## config.mk

```make
export PLATFORM = sky130hd
export DESIGN_NAME = uart_tx_serializer
export DESIGN_NICKNAME = d
export VERILOG_FILES = /design/src/rtl/uart_pkg.sv /design/src/rtl/sync_fifo.sv /design/src/rtl/uart_tx_serializer.sv
export SDC_FILE = /design/constraint.sdc
export NUM_CORES = 1
export LEC_CHECK = 0
export ABC_AREA = 1
export CORE_MARGIN = 2
export CORE_UTILIZATION = 38
export CTS_CLUSTER_DIAMETER = 120
export CTS_CLUSTER_SIZE = 20
export DETAILED_ROUTE_END_ITERATION = 10
export HOLD_SLACK_MARGIN = 0.12
export MAX_ROUTING_LAYER = met4
export PLACE_DENSITY = 0.59
export SETUP_SLACK_MARGIN = 0.05
export SYNTH_ARGS = -nofsm -noshare
export SYNTH_HDL_FRONTEND = slang
export SYNTH_SLANG_ARGS = --single-unit
```

## constraint.sdc

```tcl
create_clock -name clk -period 3.7 [get_ports clk]
set_input_delay 0.74 -clock clk [delete_from_list [all_inputs] [get_ports clk]]
set_output_delay 0.74 -clock clk [all_outputs]
set_load 0.02 [all_outputs]
```

## src/rtl/uart_pkg.sv

```systemverilog
// Shared types and constants for the UART transmit path.
package uart_pkg;

  typedef enum logic [1:0] {
    IDLE  = 2'd0,
    START = 2'd1,
    DATA  = 2'd2,
    STOP  = 2'd3
  } tx_state_t;

  localparam int   DATA_BITS = 8;
  localparam logic TXD_IDLE  = 1'b1;

endpackage

```

## src/rtl/sync_fifo.sv

```systemverilog
// Single-clock FIFO with wrap-bit pointers; head data is visible combinationally.
module sync_fifo #(
  parameter int WIDTH = 8,
  parameter int DEPTH = 16
) (
  input  logic                     clk,
  input  logic                     reset,
  input  logic                     i_push,
  input  logic [WIDTH-1:0]         i_push_data,
  input  logic                     i_pop,
  output logic [WIDTH-1:0]         o_pop_data,
  output logic                     o_full,
  output logic                     o_empty,
  output logic [$clog2(DEPTH):0]   o_level
);

  localparam int AW = $clog2(DEPTH);

  logic [WIDTH-1:0] r_mem [DEPTH];
  logic [AW:0]      r_wr_ptr;
  logic [AW:0]      r_rd_ptr;
  logic             w_do_push;
  logic             w_do_pop;

  // The extra MSB separates full (MSBs differ) from empty (pointers equal).
  assign o_level    = r_wr_ptr - r_rd_ptr;
  assign o_full     = (o_level == (AW+1)'(DEPTH));
  assign o_empty    = (r_wr_ptr == r_rd_ptr);
  assign o_pop_data = r_mem[r_rd_ptr[AW-1:0]];
  assign w_do_push  = i_push && !o_full;
  assign w_do_pop   = i_pop && !o_empty;

  always_ff @(posedge clk or negedge reset) begin
    if (!reset) begin
      r_wr_ptr <= '0;
      r_rd_ptr <= '0;
    end else begin
      if (w_do_push) r_wr_ptr <= r_wr_ptr + 1'b1;
      if (w_do_pop)  r_rd_ptr <= r_rd_ptr + 1'b1;
    end
  end

  always_ff @(posedge clk) begin
    if (w_do_push) r_mem[r_wr_ptr[AW-1:0]] <= i_push_data;
  end

endmodule

```

## src/rtl/uart_tx_serializer.sv

```systemverilog
// Buffered 8-N-1/8-N-2 UART transmitter with a fixed clock divisor.
// state | meaning
// IDLE  | line high, waiting for a byte in the FIFO
// START | start bit (low) for CLK_DIV cycles
// DATA  | eight data bits, LSB first, CLK_DIV cycles each
// STOP  | line high for STOP_BITS*CLK_DIV cycles; may chain into START
module uart_tx_serializer
  import uart_pkg::*;
#(
  parameter int FIFO_DEPTH = 16,
  parameter int CLK_DIV    = 16,
  parameter int STOP_BITS  = 1
) (
  input  logic                          clk,
  input  logic                          reset,
  input  logic                          in_valid,
  output logic                          in_ready,
  input  logic [7:0]                    in_data,
  output logic                          txd,
  output logic                          busy,
  output logic                          tx_done,
  output logic [$clog2(FIFO_DEPTH):0]   fifo_level
);

  localparam int            CW        = $clog2(STOP_BITS*CLK_DIV);
  localparam logic [CW-1:0] BIT_LAST  = CW'(CLK_DIV-1);
  localparam logic [CW-1:0] STOP_LAST = CW'(STOP_BITS*CLK_DIV-1);

  tx_state_t             r_state, w_state_nxt;
  logic [CW-1:0]         r_cnt, w_cnt_nxt;
  logic [2:0]            r_bit_idx, w_bit_idx_nxt;
  logic [DATA_BITS-1:0]  r_shift, w_shift_nxt;
  logic [DATA_BITS-1:0]  w_head;
  logic                  w_pop;
  logic                  w_full;
  logic                  w_empty;
  logic                  w_bit_end;
  logic                  w_stop_end;

  sync_fifo #(
    .WIDTH (DATA_BITS),
    .DEPTH (FIFO_DEPTH)
  ) u_fifo (
    .clk         (clk),
    .reset       (reset),
    .i_push      (in_valid),
    .i_push_data (in_data),
    .i_pop       (w_pop),
    .o_pop_data  (w_head),
    .o_full      (w_full),
    .o_empty     (w_empty),
    .o_level     (fifo_level)
  );

  assign in_ready   = !w_full;
  assign w_bit_end  = (r_cnt == BIT_LAST);
  assign w_stop_end = (r_cnt == STOP_LAST);

  always_ff @(posedge clk or negedge reset) begin
    if (!reset) begin
      r_state   <= IDLE;
      r_cnt     <= '0;
      r_bit_idx <= '0;
      r_shift   <= '0;
    end else begin
      r_state   <= w_state_nxt;
      r_cnt     <= w_cnt_nxt;
      r_bit_idx <= w_bit_idx_nxt;
      r_shift   <= w_shift_nxt;
    end
  end

  always_comb begin
    w_state_nxt   = r_state;
    w_cnt_nxt     = r_cnt + 1'b1;
    w_bit_idx_nxt = r_bit_idx;
    w_shift_nxt   = r_shift;
    w_pop         = 1'b0;
    case (r_state)
      IDLE: begin
        w_cnt_nxt = '0;
        if (!w_empty) begin
          w_pop       = 1'b1;
          w_shift_nxt = w_head;
          w_state_nxt = START;
        end
      end
      START: begin
        if (w_bit_end) begin
          w_cnt_nxt     = '0;
          w_bit_idx_nxt = '0;
          w_state_nxt   = DATA;
        end
      end
      DATA: begin
        if (w_bit_end) begin
          w_cnt_nxt     = '0;
          w_shift_nxt   = {1'b0, r_shift[DATA_BITS-1:1]};
          w_bit_idx_nxt = r_bit_idx + 1'b1;
          if (r_bit_idx == 3'(DATA_BITS-1)) w_state_nxt = STOP;
        end
      end
      STOP: begin
        // Popping on the last stop cycle chains frames with no idle gap.
        if (w_stop_end) begin
          w_cnt_nxt = '0;
          if (!w_empty) begin
            w_pop       = 1'b1;
            w_shift_nxt = w_head;
            w_state_nxt = START;
          end else begin
            w_state_nxt = IDLE;
          end
        end
      end
      default: w_state_nxt = IDLE;
    endcase
  end

  always_comb begin
    txd = TXD_IDLE;
    case (r_state)
      START:   txd = 1'b0;
      DATA:    txd = r_shift[0];
      default: txd = TXD_IDLE;
    endcase
  end

  assign tx_done = (r_state == STOP) && w_stop_end;
  assign busy    = (r_state != IDLE) || !w_empty;

endmodule

```

==> reports/results.ini <==
[die]
coreArea_um2 = 18640
die-height_um = 141.6
fp-row-count = 50
ioPinCount = 20
fp.dieW_um = 141.6
start_util = 0.3860
die_area_um2 = 20060

[global_routing]
grt_pass1_wl_um = 25490
met2_usage = 0.2721
grt.overflow.total = 0
grt_max_degree = 69
track_usage = 0.1745
met1_usage = 0.2305
use_met3 = 0.03240
grt.busiest_layer = met2
first_global_vias = 4557
antenna_found_initial = 0

[cts]
clkTransAtPathRegs_ns = 0.06
cts_hold_buffers = 0
clk_latency_ns = 0.42
cts_sinks = 155
h-tree-depth = 4
clockBufferDepth = 2
cts_root_buf = clkbuf_16
cts_tree = built
numCtsBuffers = 17

[detailed_routing]
antenna_left = 0
dr.pass1.iters = 5
wl_per_cell_um = 15.68
drt_wl_total_um = 15900
vias = 4865
drc_errors = 0
drt-initial-drc-count = 470
vias_per_cell = 4.798

[timing]
rsz0062_at_grt = no
hold_viol_final = 0
min_period_over_period = 0.9081
maxSlewViolCount = 0
final.setup.tns_ns = 0
finalClockSkew_ns = 0.005408
setup_violations = 0
max_freq_mhz = 297.6
relSlewSlack = 0.2652
finalCriticalPeriod_ns = 3.360
tightest_slew_ns = 1.101
layout_setup_ws_ns = 0.3399
holdWs_ns = 0.4605

[finish]
syn_to_final_growth_pct = 14.60
regArea_um2 = 4521
antenna_cells = 0
fin_nets = 795
nFillCells = 1777
final_util = 0.4424
drive_gt1_frac = 0.06026
multi_input_area_um2 = 2141

[synth]
async_flop_share = 0.1742
synth_top_flop_cell = edfxtp_1
synth.area.top_cells = edfxtp_1 53%, nand2_1 13%, dfrtp_1 9.4%
synthTopCellsByCount = 247 x nand2_1, 128 x edfxtp_1, 108 x nand3_1, 104 x inv_1, 49 x nor2_1
yosysUniqueCellTypes = 29
synth_nets = 778
syn-cell-area_um2 = 7197
avgSynthCellArea_um2 = 9.596
syn_inst = 750
synth_edf_count = 128
synth.most_common_cell = nand2_1
synth.largest_area_cell = edfxtp_1
synth_top_area_frac = 0.5341
synth_seq_cells = 155
yosysSeqAreaShare = 0.6280
yosysWarnings = 0

[place]
dp_hpwl_um = 9639
port_buffers = 19
place_ws_ns = 0.5336
gp_congestion = 0.8070

[power_and_ir_drop]
switchingPower_mw = 2.685
switching_share = 0.3862
seq_power_share = 0.332
p_int_mw = 4.268
combPwrFrac = 0.394
clkPwrFrac = 0.274
p_per_area_nw_per_um2 = 843.0
peakVddDrop_mv = 0.4504
leakage_nw = 3.611

[hold_path]
holdCritStartpoint = r_cnt[0]$_DFF_PN0_
holdPathEnd = r_cnt[0]$_DFF_PN0_
hp-class = reg -> reg
min_path_cells = 1

[worst_setup_path]
worstPathArrival_ns = 2.62
crit_path_max_fanout = 11
reg2regPathDepth = 9
regToRegEndpoint = u_fifo.r_mem[1][0]$_DFFE_PP_
timing.rr.start = u_fifo.r_wr_ptr[0]$_DFFE_PN0P_
path_class = reg -> out
regToRegSetupSlack_ns = 0.76
startpoint = u_fifo.r_rd_ptr[2]$_DFFE_PN0P_
cp-end-kind = output port
cp.required_ns = 2.96
cp-start-kind = flop

[job]
drv_cap = 0

[outcome]
status = complete, no violations

[power groups by stage]
| stage | combinational [mW] | clock (mW) | sequential (mW) |
|---|---|---|---|
| after floorplan | 1.97 | 0 | 2.29 |
| after global placement | 2.76 | 0 | 2.34 |
| after detailed placement | 2.76 | 0 | 2.34 |
| after CTS | 2.77 | 1.92 | 2.31 |
| after global routing | 3.12 | 1.98 | 2.34 |
| final | 2.74 | 1.90 | 2.31 |
[state kept, by name, summed over array words and instances (netlist names)]
register         flops
r_shift              8
r_bit_idx            3
r_cnt                4
u_fifo.r_mem       128
u_fifo.r_rd_ptr      5
u_fifo.r_wr_ptr      5
r_state              2
[how the worst max path moves through the flow]
stage | slack, ns | cells past startpoint | endpoint
global placement | 0.59 | 8 | in_ready
detailed placement | 0.53 | 8 | in_ready
global route | 0.17 | 6 | busy
finish | 0.34 | 6 | busy
floorplan | 0.65 | 10 | u_fifo.r_mem[12][0]$_DFFE_PP_
CTS | 0.09 | 8 | in_ready
[logic make-up (layout without fill, tap and decap cells)]
kind of cell             after synthesis  in the layout  share of synthesized area
buffers and inverters                136            166                    0.07458
flip-flops                           155            155                     0.6280
XOR/XNOR                              11             11                    0.01339
AO/OA/AOI/OAI                         20             20                    0.01513
adder cells (fa/ha/maj)               17             17                    0.03060
AND/OR/NAND/NOR                      411            411                     0.2384
[worst max-delay path, cell delays in order (launching register included)]
cell and delay [ns]:
dfrtp_1 0.59, inv_1 0.12, ha_1 0.41, nand2_1 0.08, nor2_1 0.21, nand3_1 0.20
clkdlybuf4s50_1 0.59
[routing by layer]
metal,share of wire,wire length [µm]
met2,0.48,7591
met3,0.041,645
met1,0.46,7376
met4,0.018,282
met5,0,0
[through the flow]
step,instance area (µm²),instances,total power [mW]
finish,8248,1014,6.953
global route,8248,1014,7.437
CTS,8245,1014,7.001
detailed placement,7599,982,5.102
global placement,7599,982,5.093
floorplan,7197,750,4.262
[cell type report]
type / instances / area share
inverters: 109 / 0.04961
flip-flops and latches: 155 / 0.5481
repair buffers: 25 / 0.02882
clock buffers: 18 / 0.05203
well taps: 234 / 0.03550
multi-input cells: 459 / 0.2596
clock inverters: 14 / 0.02640
[timing repair]
action / in CTS / in global routing
setup endpoints to repair: 0 / 1
gates resized for setup: 0 / 1
buffers inserted: 0 / 0
[cell usage in the layout, fill, tap and decap left out, drive strengths merged]
master and count:
clkbuf 18, nor2 50, buf 6, bufinv 5
xor2 8, nand4 1, xnor2 3, ha 16
inv 109, o21a 1, o211ai 1, clkinvlp 1
nand3 110, or2 1, dfrtp 27, fa 1
clkinv 8, a21oi 13, nand2 249, dlymetal6s2s 1
clkdlybuf4s50 18, edfxtp 128, o21ai 5
(Power assumes the default switching activity.)
